==> config.mk <==
export PLATFORM = sky130hd
export DESIGN_NAME = mux_scan_capture
export DESIGN_NICKNAME = d
export VERILOG_FILES = /design/src/rtl/mux_scan_capture.sv
export SDC_FILE = /design/constraint.sdc
export NUM_CORES = 1
export LEC_CHECK = 0
export ABC_AREA = 1
export BUFFER_PORTS_ARGS = -buffer_cell sky130_fd_sc_hd__buf_2
export CAP_MARGIN = 20
export CORE_MARGIN = 10
export CORE_UTILIZATION = 55
export DETAILED_ROUTE_END_ITERATION = 8
export HOLD_SLACK_MARGIN = 0.12
export PLACE_DENSITY = 0.81
export REMOVE_ABC_BUFFERS = 1
export SLEW_MARGIN = 20
export SYNTH_ARGS = -nofsm -noshare
export SYNTH_HDL_FRONTEND = slang
export SYNTH_SLANG_ARGS = --single-unit
==> constraint.sdc <==
create_clock -name clk -period 4.8 [get_ports clk]
set_clock_uncertainty 0.15 [all_clocks]
set_input_delay 0.48 -clock clk [delete_from_list [all_inputs] [get_ports clk]]
set_output_delay 0.48 -clock clk [all_outputs]
set_load 0.01 [all_outputs]
==> src/rtl/mux_scan_capture.sv <==
// mux_scan_capture: sequential reader for an external 8-to-1 mux (74HC151 style).
// It walks the select lines through every channel and waits SETTLE cycles on each
// channel before sampling Y/YF. The samples are collected in shadow registers.
// data_out/err_out are published together with a one-cycle done pulse, and only
// once the whole scan has completed.
module mux_scan_capture #(
    parameter int SEL_W  = 3,
    parameter int SETTLE = 2
) (
    input  logic                  clk,
    input  logic                  rst,
    input  logic                  start,
    input  logic                  mux_y,
    input  logic                  mux_yf,
    output logic [SEL_W-1:0]      mux_sel,
    output logic                  mux_en_n,
    output logic [(2**SEL_W)-1:0] data_out,
    output logic [(2**SEL_W)-1:0] err_out,
    output logic                  busy,
    output logic                  done
);

    localparam int CH = 2 ** SEL_W;

    localparam logic [1:0] ST_IDLE   = 2'd0;
    localparam logic [1:0] ST_WAIT   = 2'd1;
    localparam logic [1:0] ST_SAMPLE = 2'd2;
    localparam logic [1:0] ST_DONE   = 2'd3;

    // The counter tops out at SETTLE-1, so 4 bits cover the legal range 1..15.
    localparam logic [3:0]       SETTLE_LAST = 4'(SETTLE - 1);
    localparam logic [SEL_W-1:0] SEL_LAST    = {SEL_W{1'b1}};
    localparam logic [SEL_W-1:0] SEL_ONE     = {{(SEL_W-1){1'b0}}, 1'b1};

    // The complementary outputs disagree with the expected YF == ~Y relation.
    function automatic logic chan_err(input logic y, input logic yf);
        return (yf == y);
    endfunction

    logic [1:0]       state_q,  state_d;
    logic [SEL_W-1:0] ch_q,     ch_d;
    logic [3:0]       cnt_q,    cnt_d;
    logic [CH-1:0]    shd_q,    shd_d;
    logic [CH-1:0]    she_q,    she_d;
    logic [CH-1:0]    data_q,   data_d;
    logic [CH-1:0]    err_q,    err_d;
    logic             en_n_q,   en_n_d;
    logic             busy_q,   busy_d;
    logic             done_q,   done_d;

    // Next-state logic: the scan sequencer, the shadow capture and the result publish.
    always_comb begin
        state_d = state_q;
        ch_d    = ch_q;
        cnt_d   = cnt_q;
        shd_d   = shd_q;
        she_d   = she_q;
        data_d  = data_q;
        err_d   = err_q;
        case (state_q)
            ST_IDLE: begin
                if (start) begin
                    state_d = ST_WAIT;
                    ch_d    = '0;
                    cnt_d   = 4'd0;
                    shd_d   = '0;
                    she_d   = '0;
                end else begin
                    state_d = ST_IDLE;
                end
            end
            ST_WAIT: begin
                if (cnt_q == SETTLE_LAST) begin
                    state_d = ST_SAMPLE;
                    cnt_d   = 4'd0;
                end else begin
                    cnt_d   = cnt_q + 4'd1;
                end
            end
            ST_SAMPLE: begin
                shd_d[ch_q] = mux_y;
                she_d[ch_q] = chan_err(mux_y, mux_yf);
                if (ch_q == SEL_LAST) begin
                    // Publish the complete word, including this last sample.
                    state_d = ST_DONE;
                    ch_d    = '0;
                    data_d  = shd_d;
                    err_d   = she_d;
                end else begin
                    state_d = ST_WAIT;
                    ch_d    = ch_q + SEL_ONE;
                    cnt_d   = 4'd0;
                end
            end
            ST_DONE: begin
                state_d = ST_IDLE;
            end
            default: begin
                state_d = ST_IDLE;
                ch_d    = '0;
                cnt_d   = 4'd0;
            end
        endcase
    end

    // The outputs are registered from the next state, so they change on the same edge as the state.
    always_comb begin
        en_n_d = 1'b1;
        busy_d = 1'b0;
        done_d = 1'b0;
        if ((state_d == ST_WAIT) || (state_d == ST_SAMPLE)) begin
            en_n_d = 1'b0;
            busy_d = 1'b1;
        end else begin
            done_d = (state_d == ST_DONE);
        end
    end

    // State and output registers; reset aborts any scan in flight at once.
    always_ff @(posedge clk or posedge rst) begin
        if (rst) begin
            state_q <= ST_IDLE;
            ch_q    <= '0;
            cnt_q   <= 4'd0;
            shd_q   <= '0;
            she_q   <= '0;
            data_q  <= '0;
            err_q   <= '0;
            en_n_q  <= 1'b1;
            busy_q  <= 1'b0;
            done_q  <= 1'b0;
        end else begin
            state_q <= state_d;
            ch_q    <= ch_d;
            cnt_q   <= cnt_d;
            shd_q   <= shd_d;
            she_q   <= she_d;
            data_q  <= data_d;
            err_q   <= err_d;
            en_n_q  <= en_n_d;
            busy_q  <= busy_d;
            done_q  <= done_d;
        end
    end

    assign mux_sel  = ch_q;
    assign mux_en_n = en_n_q;
    assign data_out = data_q;
    assign err_out  = err_q;
    assign busy     = busy_q;
    assign done     = done_q;

endmodule
=== After elaboration in Yosys (flattened, before gate mapping) ===
Index checks and enable logic that the tools add are counted.

* Bits in registers: 44
* Word-level logic and storage cells: 54

* Add/subtract/negate cells: 2
* $lt $le $gt $ge: 2
* Equal/unequal tests: 11
* Mux-type cells: 21
* Reductions and logical operators: 8

{| class="wikitable"
|+ Operators with widths
! cell !! number
|-
| 8-bit case mux with 2 select lines || 2
|-
| 8-bit bitwise mux || 2
|-
| 4-bit two-way mux || 3
|-
| 4-bit case mux with 3 select lines || 1
|-
| 2-bit == test, second input constant || 4
|-
| 8-bit two-way mux || 1
|-
| 2-bit case mux with 4 select lines || 1
|-
| 3-bit two-way mux || 2
|-
| 3-bit case mux with 2 select lines || 1
|-
| 1-bit two-way mux || 5
|-
| 4-bit by 1-bit adder with 4-bit output, second input constant || 1
|-
| 2-bit by 1-bit == test with 1-bit output, second input constant || 2
|-
| 4-bit by 1-bit == test with 1-bit output, second input constant || 1
|-
| 3-bit by 4-bit < comparator with 1-bit output, second input constant || 1
|-
| 2-bit two-way mux || 2
|-
| 2-bit inequality test, second input constant || 2
|-
| 2-bit AND reduction || 2
|-
| 3-bit by 1-bit adder with 3-bit output, second input constant || 1
|-
| 1-bit demux with 3-bit select || 1
|-
| 3-bit == test, second input constant || 1
|-
| 3-bit by 1-bit greater-or-equal comparator with 1-bit output, second input constant || 1
|-
| 3-bit AND reduction || 1
|-
| 3-bit nonzero test || 1
|-
| 2-bit zero test || 1
|-
| other kinds (4) || 4
|}

=== Depth between registers and ports, before layout ===
Gate-level depths: netlist of the first run.

* Word-level depth: 6
* Gate-level depth with buffers: 9
* Gate-level depth less buffers: 8

=== Least setup slack after synthesis of the first run ===
OpenSTA, ideal clock, no wires.

* Kind: register to register
* From: reg ch_q[0] (netlist: mux_sel[0])
* To: reg busy_q (netlist: busy)
* Arrival time: 1.549 ns
* Data required time: 4.519 ns
* Slack: 2.970 ns
* Cell stages (with the launch flop): 9
* Period minus slack after synthesis: 1.830 ns
* Path through: dfrtp_1 > ha_1 > ha_1 > inv_1 > nor2_4 > inv_2 > buf_6 > nand2_1 > ha_1

* Word-level cells in the longest chain between the ends: 6
* Elaborated cells between the ends (all ways): 7

{| class="wikitable"
|+ Ends and longest elaborated chain
! what !! line !! text
|-
| start, declared || 41 || <nowiki>logic [SEL_W-1:0] ch_q, ch_d;</nowiki>
|-
| start signal, assigned || 134 || <nowiki>ch_q <= ch_d;</nowiki>
|-
| 3-bit == test (*) || 83 || <nowiki>if (ch_q == SEL_LAST) begin</nowiki>
|-
| 2-bit two-way mux (*) || 83 ||
|-
| 2-bit case mux with 4 select lines (*) || 60 || <nowiki>case (state_q)</nowiki>
|-
| net state_d[1] || 40 || <nowiki>logic [1:0] state_q, state_d;</nowiki>
|-
| 2-bit by 1-bit == test with 1-bit output / 2-bit == test (equally long branches) || 111 || <nowiki>if ((state_d == ST_WAIT) || (state_d == ST_SAMPLE)) begin</nowiki>
|-
| 1-bit logical OR (*) || 111 ||
|-
| 1-bit two-way mux (*) || 111 ||
|-
| net busy_d || 48 || <nowiki>logic busy_q, busy_d;</nowiki>
|-
| end signal, assigned || 141 || <nowiki>busy_q <= busy_d;</nowiki>
|-
| end, declared || 48 ||
|}

Mark *: on every way through the listed nets, which the timed path passes. The rest lies on a longest branch.
A chain may end at the register's enable or synchronous reset.

=== Final worst setup path of the first run ===
* From: reg ch_q[0] (netlist: mux_sel[0])
* To: reg en_n_q (netlist: mux_en_n)

* Word-level cells in the longest chain between the ends: 6
* Elaborated cells between the ends (all ways): 7

{| class="wikitable"
|+ Ends and longest elaborated chain
! what !! line !! text
|-
| 3-bit == test (*) || 83 ||
|-
| 2-bit two-way mux (*) || 83 ||
|-
| 2-bit case mux with 4 select lines (*) || 60 ||
|-
| net state_d[1] || 40 ||
|-
| 2-bit by 1-bit == test with 1-bit output / 2-bit == test (equally long branches) || 111 ||
|-
| 1-bit logical OR (*) || 111 ||
|-
| 1-bit two-way mux (*) || 111 ||
|-
| net en_n_d || 47 || <nowiki>logic en_n_q, en_n_d;</nowiki>
|-
| end signal, assigned || 140 || <nowiki>en_n_q <= en_n_d;</nowiki>
|-
| end, declared || 47 ||
|}

Marks and branches as above.

==> results.tsv, run 1 <==
metric	value	unit
fin_cells	346	
r2r-start	mux_sel[0]	
ios	27	
num_antenna_cells	0	
cp-start-kind	flop	
dp_hpwl	3074	um
cts-buffers-inserted	5	
drtIter0Drc	155	
synth_edf_count	0	
critPathTopFamily	adder cells	
yosysTopAreaCellShare	50.98	%
ys_ff_latch	44	
fin_nets	307	
slowest_delay	0.57	ns
die_h	81.95	um
hold_viol	0	
postCtsHoldBufs	0	
setup_tns	0	ns
finalSetupViolCount	0	
grt_pass1_vias	1647	
cp_common_cell	ha_1	
postSynthCellCount	270	
ir_worst_vdd	0.2955	mV
routed_wl	4339	um
ys_seq_area_share	52.22	%
cap_violations	0	
grt_max_degree	45	
syn_to_final_growth	11.32	%
antenna_found_initial	0	
vias_per_cell	5.061	
post-cts-setup-buffers	0	
async_flop_share	100.0	%
hp-class	in2async	
overflow	0	
met1_length	1946	um
vias	1751	
fin_crit	2.247	ns
insertion_delay	0.30	ns
crit_chain	ha_1 -> ha_1 -> inv_1 -> nor2_4 -> inv_2 -> nand2_1 -> ha_1 -> inv_1	
core_area	3689	um^2
yosysMostFrequentCell	nand2_1	
fin_crit_sh	46.82	%
rows	22	
worst_slew_pin_slew	0.8235	ns
synth-main-ff-cell	dfrtp_1	
htreeDepth	2	
max_freq	0.4450	GHz
p_per_area	409.3	nW/um^2
p_leak	1.388	nW
cts_tree	built	
port_buffers	26	
route.top_layer_used	met4	
slew_headroom	45.09	%
start_util	57.23	%
cp.buffers_inverters	3	
wl_met2	2067	um
die-area	6716	um^2
r2r_slack	2.55	ns
slew_viol_final	0	
synth_top_area_cell	dfrtp_1	
die_w	81.95	um
grt_pass1_wl	7424	um
cp_max_fo	17	
synth_area_per_cell	7.818	um^2
ctsResizeCount	0	
drtPass1Iterations	4	
synth_common_cells	113 x nand2_1, 48 x nand3_1, 43 x dfrtp_1	
globalplace.congestion	0.8646	
cts_root_buf	clkbuf_8	
arrival	2.34	ns
track_usage	14.45	%
drc	0	
status	completed	
yosys_warnings	0	
drtAntennaViolNets	0	
cp-end-kind	flop	
synth_cell_types	19	
r2r_end	mux_en_n	
slowest_stage	dfrtp_1	
dp_cells	338	
wl_met3	259	um
reg2reg_depth	8	
crit_type	reg2reg	
wl_per_cell	12.54	um
drive_gt1_share	13.09	%
cts.sinks	44	
rsz0062_at_grt	no	
synth_area	2111	um^2
synth_area_leaders	dfrtp_1 51%, nand2_1 20%, nand3_1 11%	
worstPathRequired	4.89	ns
clk_pin_slew_worst_paths	0.08	ns
max-clock-path-buffers	2	
-- report_power, final --
group,leakage [nW],switching [W],total [W],internal [W]
Sequential,0.597,0.0000485,0.000472,0.000423
Clock,0.0455,0.000117,0.000234,0.000117
Combinational,0.746,0.000178,0.000256,0.0000771
-- routing by layer --
metal,track usage [%],vias to the layer above
met1,15.82,819
met5,0,-
li1,-,894
met2,23.59,34
met3,6.441,4
met4,6.803,0
-- stage by stage --
stage / setup WS [ns] / total power (W) / utilization [%] / cell area (um^2) / hold slack, ns
floorplan: 2.798 / 0.0006526 / - / 2062 / 0.2991
global placement: 2.634 / 0.0007175 / 61.26 / 2260 / 0.3109
detailed placement: 2.572 / 0.0007341 / 61.26 / 2260 / 0.3146
CTS: 2.541 / 0.0009686 / 63.70 / 2350 / 0.1624
global route: 2.372 / 0.001032 / 63.70 / 2350 / 0.1789
finish: 2.553 / 0.0009617 / 63.70 / 2350 / 0.1373
-- registers in the layout, indices dropped and copies added (netlist names) --
signal,count
cnt_q,4
mux_en_n,1
state_q,2
mux_sel,3
err_out,8
shd_q,8
done,1
busy,1
she_q,8
data_out,8
-- worst register-to-register path: stages, from the launching register on --
cell	delay, ns
dfrtp_1	0.57
ha_1	0.21
ha_1	0.13
inv_1	0.07
nor2_4	0.35
inv_2	0.24
nand2_1	0.15
ha_1	0.25
inv_1	0.07
-- cells by family after synthesis --
| kind of cell | count (synthesis) | synth area share (%) |
|---|---|---|
| and+or+nand+nor | 173 | 34.20 |
| buffers and inverters | 39 | 8.002 |
| xor gates and xnor gates | 1 | 0.4150 |
| DFF | 44 | 52.22 |
| adders and majority gates | 5 | 2.964 |
| AOI/OAI and AO/OA | 8 | 2.194 |
-- worst max-delay path by stage --
stage          startpoint       end  slack [ns]  cells after the start
3_5_place_dp   mux_sel[0]  mux_en_n        2.57                      8
5_1_grt        mux_sel[0]  mux_en_n        2.37                      8
4_1_cts        mux_sel[0]  mux_en_n        2.54                      8
6_report       mux_sel[0]  mux_en_n        2.55                      8
2_1_floorplan  mux_sel[0]      busy        2.80                      7
3_3_place_gp   mux_sel[0]      busy        2.63                      7
-- cell type report --
class	instances	area [um^2]
tap	48	60.06
sequential	44	1102
clock buffer	8	90.09
timing repair buffer	27	137.6
multi-input combinational	187	839.6
inverter	32	120.1
fill	327	1339
-- layout by cell type, fill, tap and decap left out --
cell type | Yosys | final
clkbuf_1 | 0 | 2
o21bai_1 | 1 | 1
o21ai_0 | 6 | 6
clkinv_1 | 1 | 2
nand2_1 | 113 | 113
nand4_1 | 1 | 1
clkbuf_8 | 0 | 6
buf_4 | 3 | 1
dfstp_2 | 1 | 1
nand2_2 | 1 | 1
buf_2 | 3 | 26
xor2_1 | 1 | 1
ha_1 | 5 | 5
nand3_1 | 48 | 48
inv_2 | 2 | 2
nor2_1 | 9 | 9
nor2_4 | 1 | 1
o21ai_2 | 1 | 1
inv_1 | 29 | 28
dfrtp_1 | 43 | 43
Note: power is estimated with default switching activity, not from simulation.
==> inputs of run 2 (changes only) <==
Clock period 4.8 ns to 2.3 ns, I/O delays scaled along.
==> run 2 against run 1 <==
Effect of this change:
- register-to-register slack worse by 2.2 ns
- largest cell class unchanged
- fmax grew 14%
- non-clock buffer count grew 4
- via count grew 1.1%
- wire length is 2.1% higher
- largest power group unchanged
- power grew 110%
- critical path type unchanged
- final cell count rose by 1.2%
- die area unchanged
==> results.tsv, run 2 (synthesis gave the netlist of run 1 again) <==
metric	value	unit	change
status	completed		
total_power	0.001992	W	+110%
fill_cells	332		+1.5%
crit_type	reg2reg		
combPwrFrac	28.2	%	+1.6 points
slowest_delay	0.52	ns	-0.05 ns
globalplace.congestion	0.7970		-7.8%
intPower	0.001275	W	+110%
postCtsHoldBufs	1		+1
cap_violations	0		unchanged
hold_viol	0		unchanged
drtIter0Drc	118		-24%
seqPwrFrac	48.8	%	-0.3 points
slowest_stage	dfrtp_1		
core_area	3689	um^2	unchanged
layout_commonest_cell	nand2_1		
insertion_delay	0.29	ns	about the same
cts-buffers-inserted	5		unchanged
cp-end-kind	flop		
ctsResizeCount	0		unchanged
post-cts-setup-buffers	0		unchanged
drtAntennaViolNets	0		unchanged
r2r_slack	0.33	ns	-2.22 ns
vias_per_cell	5.057		about the same
cp-start-kind	flop		
drc	0		unchanged
track_usage	14.94	%	+0.48 points
rows	22		unchanged
hp-class	in2reg		
cts_tree	built		
rsz0062_at_grt	no		
routed_wl	4431	um	+2.1%
port_buffers	26		unchanged
drive_gt1_share	13.58	%	+0.49 points
fin_crit	1.965	ns	-0.2822 ns
vias	1770		+1.1%
grt_max_degree	45		unchanged
die_h	81.95	um	unchanged
max-clock-path-buffers	2		unchanged
sw_frac_of_total	35.98	%	+0.21 points
drtPass1Iterations	4		unchanged
cp_max_fo	17		unchanged
dp_hpwl	3167	um	+3.0%
critical_path_depth	8		unchanged
cts.sinks	44		unchanged
worst_slew_pin_slew	0.5320	ns	-0.2915 ns
r2r_end	mux_en_n		
antenna_found_initial	0		unchanged
reg2reg_depth	8		unchanged
ir_worst_vdd	0.4854	mV	+64%
syn_to_final_growth	12.39	%	
num_antenna_cells	0		unchanged
fin_crit_sh	85.44	%	+39 points
die_w	81.95	um	unchanged
multi_input_area	839.6	um^2	unchanged
htreeDepth	2		unchanged
regArea	1102	um^2	unchanged
ios	27		unchanged
wl_per_cell	12.66	um	+0.95%
worstPathRequired	2.38	ns	-2.51 ns
grt_pass1_vias	1748		+6.1%
pwr-share-clk	23.0	%	-1.4 points
arrival	2.05	ns	-0.29 ns
die-area	6716	um^2	unchanged
crit_chain	ha_1 -> ha_1 -> inv_1 -> nor2_4 -> inv_2 -> nand2_1 -> ha_1 -> inv_1		
endpoint	mux_en_n		
overflow	0		unchanged
p_per_area	839.6	nW/um^2	+110%
final_cell_mix	113 x nand2_1, 48 x nand3_1, 43 x dfrtp_1		
slew_viol_final	0		unchanged
finalSetupViolCount	0		unchanged
fin_nets	311		+1.3%
setup_tns	0	ns	unchanged
cts_root_buf	clkbuf_8		
cp_common_cell	ha_1		
clk_pin_slew_worst_paths	0.08	ns	about the same
p_leak	1.400	nW	+0.87%
cp.buffers_inverters	3		unchanged
crit_start	mux_sel[1]		
whs	0.1342	ns	-0.003030 ns
critPathTopFamily	adder cells		
slew_headroom	64.53	%	+19 points
r2r-start	mux_sel[1]		
p_sw	0.0007166	W	+110%
grt_pass1_wl	7879	um	+6.1%
max_freq	0.5089	GHz	+14%
start_util	57.23	%	unchanged
-- run 2: cell types whose count changed in the layout (fill, tap and decap cells not counted) --
cell and change:
buf_4 +3, dlygate4sd3_1 +1, clkbuf_1 +1, clkbuf_8 -1
-- run 2: cell type report --
type,count,area share (%)
Sequential cell,44,46.47
Multi-Input combinational cell,187,35.39
Timing Repair Buffer,31,7.173
Inverter,32,5.063
Clock buffer,8,3.376
Tap cell,48,2.532
-- run 2: how the worst min path moves through the flow --
stage | end | slack, ns | from | cells past startpoint
floorplan | she_q[0] | 0.30 | she_q[0] | 2
global route | state_q[0] | 0.16 | start | 3
global placement | err_out[2] | 0.23 | rst | 3
finish | state_q[0] | 0.13 | start | 3
CTS | state_q[0] | 0.14 | start | 3
detailed placement | err_out[2] | 0.24 | rst | 3
-- run 2: worst min-delay path, cell delays in order --
cell,delay (ns)
buf_2,0.10
o21ai_2,0.12
nand2_1,0.10
-- run 2: power groups by stage --
stage               clock network (W)  logic, W  registers, W
floorplan                           0  0.000365      0.000997
global placement                    0  0.000544      0.000977
detailed placement                  0  0.000563      0.000985
CTS                          0.000466  0.000566      0.000971
global route                 0.000499  0.000648      0.000988
finish                       0.000457  0.000562      0.000972
-- run 2: per-stage QoR --
| stage | instances | area, um^2 | worst slack (ns) | utilization (%) |
|---|---|---|---|---|
| after floorplan | 263 | 2062 | 0.2975 | - |
| after global placement | 341 | 2282 | 0.4495 | 61.87 |
| after detailed placement | 341 | 2282 | 0.3524 | 61.87 |
| after CTS | 350 | 2372 | 0.3463 | 64.31 |
| after global routing | 350 | 2372 | 0.1531 | 64.31 |
| final | 350 | 2372 | 0.3348 | 64.31 |
-- run 2: metal layers --
metal  track usage [%]  routed length, um  vias to the layer above
li1                  -                  -                      904
met1             17.89               1885                      813
met2             23.90               2135                       42
met3             4.913                318                       11
met4             6.803                 92                        0
met5                 0                  0                        -
